`config.mk`:
```
export PLATFORM = sky130hd
export DESIGN_NAME = baud_rate_gen
export DESIGN_NICKNAME = d
export VERILOG_FILES = /design/src/rtl/baud_rate_gen.sv
export SDC_FILE = /design/constraint.sdc
export NUM_CORES = 1
export LEC_CHECK = 0
export BUFFER_PORTS_ARGS = -buffer_cell sky130_fd_sc_hd__buf_2
export CAP_MARGIN = 10
export CORE_MARGIN = 2
export CORE_UTILIZATION = 30
export DETAILED_ROUTE_END_ITERATION = 8
export PLACE_DENSITY = 0.45
export SYNTH_ARGS = -nofsm -noshare
export SYNTH_HDL_FRONTEND = slang
export SYNTH_SLANG_ARGS = --single-unit
export TNS_END_PERCENT = 5
```
`constraint.sdc`:
```
create_clock -name clk -period 3.9 [get_ports clk]
set_input_delay 0.78 -clock clk [delete_from_list [all_inputs] [get_ports clk]]
set_output_delay 0.78 -clock clk [all_outputs]
set_load 0.03 [all_outputs]
```
`src/rtl/baud_rate_gen.sv`:
```
`default_nettype none
// ============================================================================
// Module   : baud_rate_gen
// Brief    : Fractional baud-rate generator. Emits an oversample tick at an
//            average period of div_int + div_frac/2^FRAC_W clocks, a bit tick
//            every OVS oversample ticks, and the current oversample phase.
//            Divisor reloads only take effect on a period boundary.
// Revision : 1.0 - initial release
// ============================================================================
module baud_rate_gen #(
  parameter int CNT_W    = 16,
  parameter int FRAC_W   = 4,
  parameter int OVS      = 16,
  parameter int DEF_INT  = 81,
  parameter int DEF_FRAC = 6
) (
  input  logic                    clk,
  input  logic                    reset,
  input  logic                    en,
  input  logic [CNT_W-1:0]        div_int,
  input  logic [FRAC_W-1:0]       div_frac,
  input  logic                    div_load,
  input  logic                    sync_clr,
  output logic                    os_tick,
  output logic                    bit_tick,
  output logic [$clog2(OVS)-1:0]  os_phase,
  output logic                    pend
);

  localparam int                      c_ph_w     = $clog2(OVS);
  localparam logic [CNT_W-1:0]        c_def_int  = CNT_W'(DEF_INT);
  localparam logic [FRAC_W-1:0]       c_def_frac = FRAC_W'(DEF_FRAC);
  localparam logic [CNT_W-1:0]        c_min_int  = CNT_W'(2);
  localparam logic [c_ph_w-1:0]       c_last_ph  = c_ph_w'(OVS - 1);

  // Active divisor (drives the counter) and shadow divisor (written by div_load)
  logic [CNT_W-1:0]   r_act_int;
  logic [FRAC_W-1:0]  r_act_frac;
  logic [CNT_W-1:0]   r_sh_int;
  logic [FRAC_W-1:0]  r_sh_frac;
  logic               r_pend;

  // Period counter, phase accumulator and run flag (low = idle, next edge starts)
  logic [CNT_W-1:0]   r_cnt;
  logic [FRAC_W-1:0]  r_acc;
  logic               r_run;
  logic [c_ph_w-1:0]  r_phase;
  logic               r_os_tick;
  logic               r_bit_tick;

  logic [CNT_W-1:0]   w_cap_int;
  logic               w_tick;
  logic               w_restart;
  logic               w_use_sh;
  logic [CNT_W-1:0]   w_sel_int;
  logic [FRAC_W-1:0]  w_sel_frac;
  logic [FRAC_W:0]    w_sum;
  logic [CNT_W-1:0]   w_reload;

  // Divisors below 2 cannot produce a one-cycle tick followed by a gap
  assign w_cap_int = (div_int < c_min_int) ? c_min_int : div_int;

  // Counter expired on this edge: the registered tick rises after it
  assign w_tick    = r_run && (r_cnt == '0);
  assign w_restart = en && sync_clr;

  // Shadow is promoted at a period boundary, at start-up, or whenever idle
  assign w_use_sh  = r_pend && (!en || !r_run || w_tick);

  // Divisor that governs the period starting at this edge
  always_comb begin
    w_sel_int  = r_act_int;
    w_sel_frac = r_act_frac;
    if (w_restart) begin
      if (div_load) begin
        w_sel_int  = w_cap_int;
        w_sel_frac = div_frac;
      end else if (r_pend) begin
        w_sel_int  = r_sh_int;
        w_sel_frac = r_sh_frac;
      end
    end else if (w_use_sh) begin
      w_sel_int  = r_sh_int;
      w_sel_frac = r_sh_frac;
    end
  end

  // A carry out of the accumulator stretches the next period by one clock.
  // The counter reloads with (period - 1), so N+1 still fits in CNT_W bits.
  assign w_sum    = {1'b0, r_acc} + {1'b0, w_sel_frac};
  assign w_reload = w_sum[FRAC_W] ? w_sel_int : (w_sel_int - CNT_W'(1));

  // Divisor shadow capture, active promotion and pending flag
  always_ff @(posedge clk or posedge reset) begin
    if (reset) begin
      r_act_int  <= c_def_int;
      r_act_frac <= c_def_frac;
      r_sh_int   <= c_def_int;
      r_sh_frac  <= c_def_frac;
      r_pend     <= 1'b0;
    end else begin
      r_act_int  <= w_sel_int;
      r_act_frac <= w_sel_frac;
      if (div_load) begin
        r_sh_int  <= w_cap_int;
        r_sh_frac <= div_frac;
      end
      if (w_restart) begin
        r_pend <= 1'b0;
      end else if (div_load) begin
        r_pend <= 1'b1;
      end else if (w_use_sh) begin
        r_pend <= 1'b0;
      end
    end
  end

  // Period counter, fractional accumulator, phase and registered ticks.
  // A restart (en rising or sync_clr) loads N-1 so the first tick lands N
  // clocks after the restart edge; the accumulator always restarts at 0.
  always_ff @(posedge clk or posedge reset) begin
    if (reset) begin
      r_run      <= 1'b0;
      r_cnt      <= '0;
      r_acc      <= '0;
      r_phase    <= '0;
      r_os_tick  <= 1'b0;
      r_bit_tick <= 1'b0;
    end else if (!en) begin
      r_run      <= 1'b0;
      r_cnt      <= '0;
      r_acc      <= '0;
      r_phase    <= '0;
      r_os_tick  <= 1'b0;
      r_bit_tick <= 1'b0;
    end else if (sync_clr || !r_run) begin
      r_run      <= 1'b1;
      r_cnt      <= w_sel_int - CNT_W'(1);
      r_acc      <= '0;
      r_phase    <= '0;
      r_os_tick  <= 1'b0;
      r_bit_tick <= 1'b0;
    end else if (w_tick) begin
      r_cnt      <= w_reload;
      r_acc      <= w_sum[FRAC_W-1:0];
      r_phase    <= r_phase + c_ph_w'(1);
      r_os_tick  <= 1'b1;
      r_bit_tick <= (r_phase == c_last_ph);
    end else begin
      r_cnt      <= r_cnt - CNT_W'(1);
      r_os_tick  <= 1'b0;
      r_bit_tick <= 1'b0;
    end
  end

  assign os_tick  = r_os_tick;
  assign bit_tick = r_bit_tick;
  assign os_phase = r_phase;
  assign pend     = r_pend;

endmodule
`default_nettype wire

```
* Yosys cells after proc, flatten, opt, wreduce, memory -nomap -nowiden
Cells that the tools add are included.
Word-level totals: input port bits 25, register bits 68, output and inout bits 7
Cells by class: equality and inequality tests 3, order comparisons 1, add/subtract/negate cells 4, multiplexer cells 30, reduce and logical (&&, ||, !) cells 10
Operators with widths (count):
- 2-to-1 mux 16 bit | 9
- 2-to-1 mux 4 bit | 10
- subtractor 16 x 1 -> 16 bit (second input constant) | 2
- zero test 16 bit | 1
- less-than comparator 16 x 2 -> 1 bit (second input constant) | 1
- 2-to-1 mux 1 bit | 11
- adder 4 x 4 -> 5 bit | 1
- adder 4 x 1 -> 4 bit (second input constant) | 1
- equality test 4 bit (second input constant) | 1
- logical AND 1 bit | 3
- logical OR 1 bit | 3
- inequality test 3 x 1 -> 1 bit (second input constant) | 1
- nonzero test 3 bit | 1
- zero test 1 bit | 2
- inequality test 2 x 1 -> 1 bit (second input constant) | 1

* Longest topological paths before layout
depth in word-level cells 11, gate-level depth with buffers 18, mapped depth without buffers 17

* Least setup slack after synthesis
OpenSTA, ideal clock, no wires.
path kind input-to-reg, start point input port div_load, end point register r_cnt[1], cell stages on the path 16, buffers on the path 5, path slack -0.172 ns, arrival 3.936 ns, setup time 0.135 ns, cell sequence clkbuf_1 > clkbuf_1 > buf_1 > clkbuf_1 > o21ai_0 > nand2_1 > o21ai_0 > ha_1 > fa_1 > a21o_1 > a21o_1 > o31ai_1 > clkbuf_1 > nand2_1 > nand2_1 > a21oi_1
Between the ends: longest elaborated chain between the ends 7, elaborated cells between the ends (all ways) 10, classes of those cells 2 x add/sub; 8 x mux
Ends and longest elaborated chain:
- start, declared | line 22 | input logic div_load,
- 2-to-1 mux 4 bit | line 75 | if (div_load) begin
- 2-to-1 mux 4 bit | line 74 | if (w_restart) begin
- via w_sel_frac[0] | line 56 | logic [FRAC_W-1:0] w_sel_frac;
- adder 4 x 4 -> 5 bit | line 90 | assign w_sum = {1'b0, r_acc} + {1'b0, w_sel_frac};
- 2-to-1 mux 16 bit | line 91 | assign w_reload = w_sum[FRAC_W] ? w_sel_int : (w_sel_int - CNT_W'(1));
- 2-to-1 mux 16 bit | line 143 | end else if (w_tick) begin
- 2-to-1 mux 16 bit | line 136 | end else if (sync_clr || !r_run) begin
- 2-to-1 mux 16 bit | line 129 | end else if (!en) begin
- end signal, assigned | line 138 | r_cnt <= w_sel_int - CNT_W'(1);
- end signal, assigned | line 144 | r_cnt <= w_reload;
- end signal, assigned | line 150 | r_cnt <= r_cnt - CNT_W'(1);
- end, declared | line 44 | logic [CNT_W-1:0] r_cnt;
The timed path passes the listed nets, and every way through them passes these cells. A chain may end at the register's enable or synchronous reset.

* Worst setup path after layout
start point register r_cnt[12], end point register r_cnt[13]
Between the ends: longest elaborated chain between the ends 11, elaborated cells between the ends (all ways) 15, classes of those cells 3 x add/sub; 8 x mux; 4 x reduce/logical
Ends and longest elaborated chain:
- zero test 16 bit | line 64 | assign w_tick = r_run && (r_cnt == '0);
- logical AND 1 bit | line 64
- logical OR 1 bit | line 68 | assign w_use_sh = r_pend && (!en || !r_run || w_tick);
- logical AND 1 bit | line 68
- 2-to-1 mux 4 bit | line 82 | end else if (w_use_sh) begin
- 2-to-1 mux 4 bit | line 74
- via w_sel_frac[0] | line 56
- adder 4 x 4 -> 5 bit | line 90
- 2-to-1 mux 16 bit | line 91
- 2-to-1 mux 16 bit | line 143
- 2-to-1 mux 16 bit | line 136
- 2-to-1 mux 16 bit | line 129
The timed path passes the listed nets, and every way through them passes these cells.

==> impl_results.md <==
* Status: finished clean
* Max cap viols at 0
* Synth Instances at 501
* WL/cell at 18.7 um
* Hpwl dp at 10.4 mm
* # placed instances at 726
* Clk root buf: clkbuf_16
* Site Rows at 44
* CTS resizes at 0
* Clock net sink count at 68
* Initial Util at 30.7%
* GP Congestion at 0.847
* Area delta synth->final at 20.0%
* Comb pwr share at 27.4%
* EDFF count, synth at 0
* Arr. time, crit path at 3900 ps
* Commonest non-fill, non-tap cells in the layout: nand2_1 (59), dfrtp_1 (58), o21ai_0 (40)
* Crit-path max FO at 7
* Core box area at 14600 um2
* Final-report setup violation count at 0
* Worst-path clk slew at 60 ps
* Sw Ratio at 33.2%
* Critical Path Start Type: flip-flop
* CTS tree: done
* Clock power share at 36.4%
* FMAX at 276 MHz
* Syn Area/Cell at 8.95 um2
* Final min period at 3630 ps
* Lkg Pwr at 0.00236 uW
* Post-Syn Nets at 535
* H-tree Lvls at 3
* Die height at 126 um
* Number of remaining DRC errors at 0
* Port bufs at 31
* Final Util at 36.9%
* Worst Max-Slew Pin Slew at 884 ps
* Top_reg_cell synth: dfrtp_1
* Drt first-iter violations at 288
* Setup TNS at 0 ps
* Critical path type: reg -> reg
* WL final at 13.9 mm
* Yosys cell types at 72
* Gr usage total at 18.0%
* Worst VDD drop at 211 uV
* R2r setup slk at 270 ps
* DIE WIDTH at 126 um
* #FFs+latches synth at 68
* Pre-CTS setup slack at 269 ps
* Worst EP required at 4180 ps
* Post-Layout Cell Count at 743
* Hold slack at 508 ps
* Max_slew headroom at 41.0%
* TritonRoute pass-1 iters at 5
* Setup Skew at 5.54 ps
* Largest net degree at the start of global routing at 39
* Sequential Power Share at 36.2%
* CTS Buf Count at 9
* Post-CTS setup buffers at 0
* First-pass GRT wire length at 22.4 mm
* Pwr dens at 458 nW/um2
* Slew Viols, Final at 0
* Antenna-violating nets left at 0
* Grt total ovfl at 0
* RSZ-0062 raised after global routing: no
* Clock latency on the worst-skew pair at 340 ps
* Final period utilization at 93.0%
* PnR worst setup slack at 274 ps
* Seq/Total Area, Yosys at 38.2%
* N_diodes at 0
* Share of cells above drive strength 1 at 24.0%
* Vias after detailed routing at 4011
* Synth Warn # at 0
* Number of top-level pins at 32
* Most common cell after layout, fill and taps aside: nand2_1
* Die footprint at 15900 um2
* Antenna violations before repair at 0
* HP Class: reg -> reg
* Post-synth ARST share at 100%
* Final hold viol count at 0
* Clock Path Buffers at 2
* CTS Hold Bufs at 0
* Nets@finish at 588
* Sw power at 817 uW
* CP Capture Type: flip-flop
* Number of global-route vias before repair at 4043
* Vias per std cell at 5.40
* Cell Area, Synth at 4480 um2
* Design internal power at 1640 uW
path summary, 6_finish.rpt:
kind,startpoint,endpoint,cells after the start
max,r_cnt[12],r_cnt[13],13
max reg2reg,r_cnt[12],r_cnt[13],13
min,r_sh_frac[1],r_sh_frac[1],2
min in group asynchronous,reset,r_acc[3],2
max in group asynchronous,reset,r_act_int[4],3
min reg2reg,r_sh_frac[1],r_sh_frac[1],2
layout make-up:
| cell class | count | area [um2] |
|---|---|---|
| Fill cell | 1465 | 9210 |
| Multi-Input combinational cell | 375 | 2540 |
| Sequential cell | 68 | 1710 |
| Timing Repair Buffer | 71 | 465 |
| Tap cell | 184 | 230 |
| Clock buffer | 10 | 229 |
| Inverter | 29 | 109 |
| Clock inverter | 6 | 88.8 |
critical path: stages, from the launching register on:
cell,delay [ps]
dfrtp_1,420
or4_1,620
nor3_2,160
a21oi_1,140
buf_4,180
a21oi_1,130
o21ai_0,120
ha_1,230
fa_1,400
a21o_1,180
a21o_1,240
o21ai_0,210
or4b_1,450
nand3_1,90
flip-flops by register name (all words and copies together), names as in the netlist:
name        cells
bit_tick        1
os_phase        4
os_tick         1
pend            1
r_acc           4
r_act_frac      4
r_act_int      16
r_cnt          16
r_run           1
r_sh_frac       4
r_sh_int       16
power groups by stage:
| stage | Clock, uW | Combinational, uW | Sequential (uW) |
|---|---|---|---|
| final | 895 | 675 | 892 |
| after global routing | 944 | 750 | 903 |
| after CTS | 915 | 671 | 888 |
| after detailed placement | 0 | 667 | 899 |
| after global placement | 0 | 665 | 899 |
| after floorplan | 0 | 468 | 878 |
metal layers:
metal  up-vias  global-route usage [%]  wire length [um]  share of wire (%)
met5         -                       0                 0                  0
met3        24                    2.55               446                3.2
li1       1943                       -                 -                  -
met1      1955                    25.2              6840                 49
met2        89                    28.1              6220                 45
met4         0                    7.43               352                2.5
through the flow:
| step | power, uW | area, um2 |
|---|---|---|
| floorplan | 1350 | 4490 |
| global placement | 1560 | 5050 |
| detailed placement | 1570 | 5050 |
| CTS | 2470 | 5370 |
| global route | 2600 | 5380 |
| finish | 2460 | 5380 |
cells in the mapped netlist (all sizes together), types with 2 or more instances:
| cell | n | area share, % |
|---|---|---|
| and4 | 2 | 0.39 |
| dfstp | 10 | 5.9 |
| nand3 | 9 | 1.0 |
| or4 | 5 | 0.92 |
| nor4 | 10 | 1.7 |
| a22oi | 7 | 1.2 |
| a21o | 6 | 1.0 |
| o221ai | 7 | 1.8 |
| nor2 | 33 | 3.0 |
| and2 | 5 | 0.73 |
| xor2 | 10 | 2.0 |
| o211ai | 10 | 1.7 |
| o31ai | 2 | 0.33 |
| a31oi | 4 | 0.89 |
| nor3 | 13 | 1.9 |
| clkbuf | 21 | 1.8 |
| o21ai | 40 | 4.5 |
| mux2i | 18 | 4.0 |
| nor2b | 3 | 0.42 |
| nand2 | 60 | 5.2 |
| dfrtp | 58 | 32 |
| o22ai | 11 | 1.5 |
| inv | 29 | 2.4 |
| a21oi | 30 | 3.3 |
| nand2b | 3 | 0.42 |
| or3 | 5 | 0.81 |
| nand4 | 8 | 1.4 |
| a211oi | 11 | 2.1 |
| a221oi | 2 | 0.39 |
| mux2 | 10 | 2.5 |
| and3 | 4 | 0.56 |
| xnor2 | 15 | 2.9 |
| or2 | 3 | 0.42 |
| buf | 8 | 1.0 |
| ha | 8 | 2.2 |
| o211a | 2 | 0.45 |
| a41oi | 2 | 0.39 |
kinds of logic after synthesis:
logic type                 count (synthesis)  share of synthesized area (%)
AOI/OAI and AO/OA                        146                           22.5
xor gates and xnor gates                  25                           4.88
and+or+nand+nor                          167                           20.0
muxes                                     28                           6.53
adders and majority gates                  9                           2.68
buffers and inverters                     58                           5.22
DFF                                       68                           38.2
(Power assumes the default switching activity.)
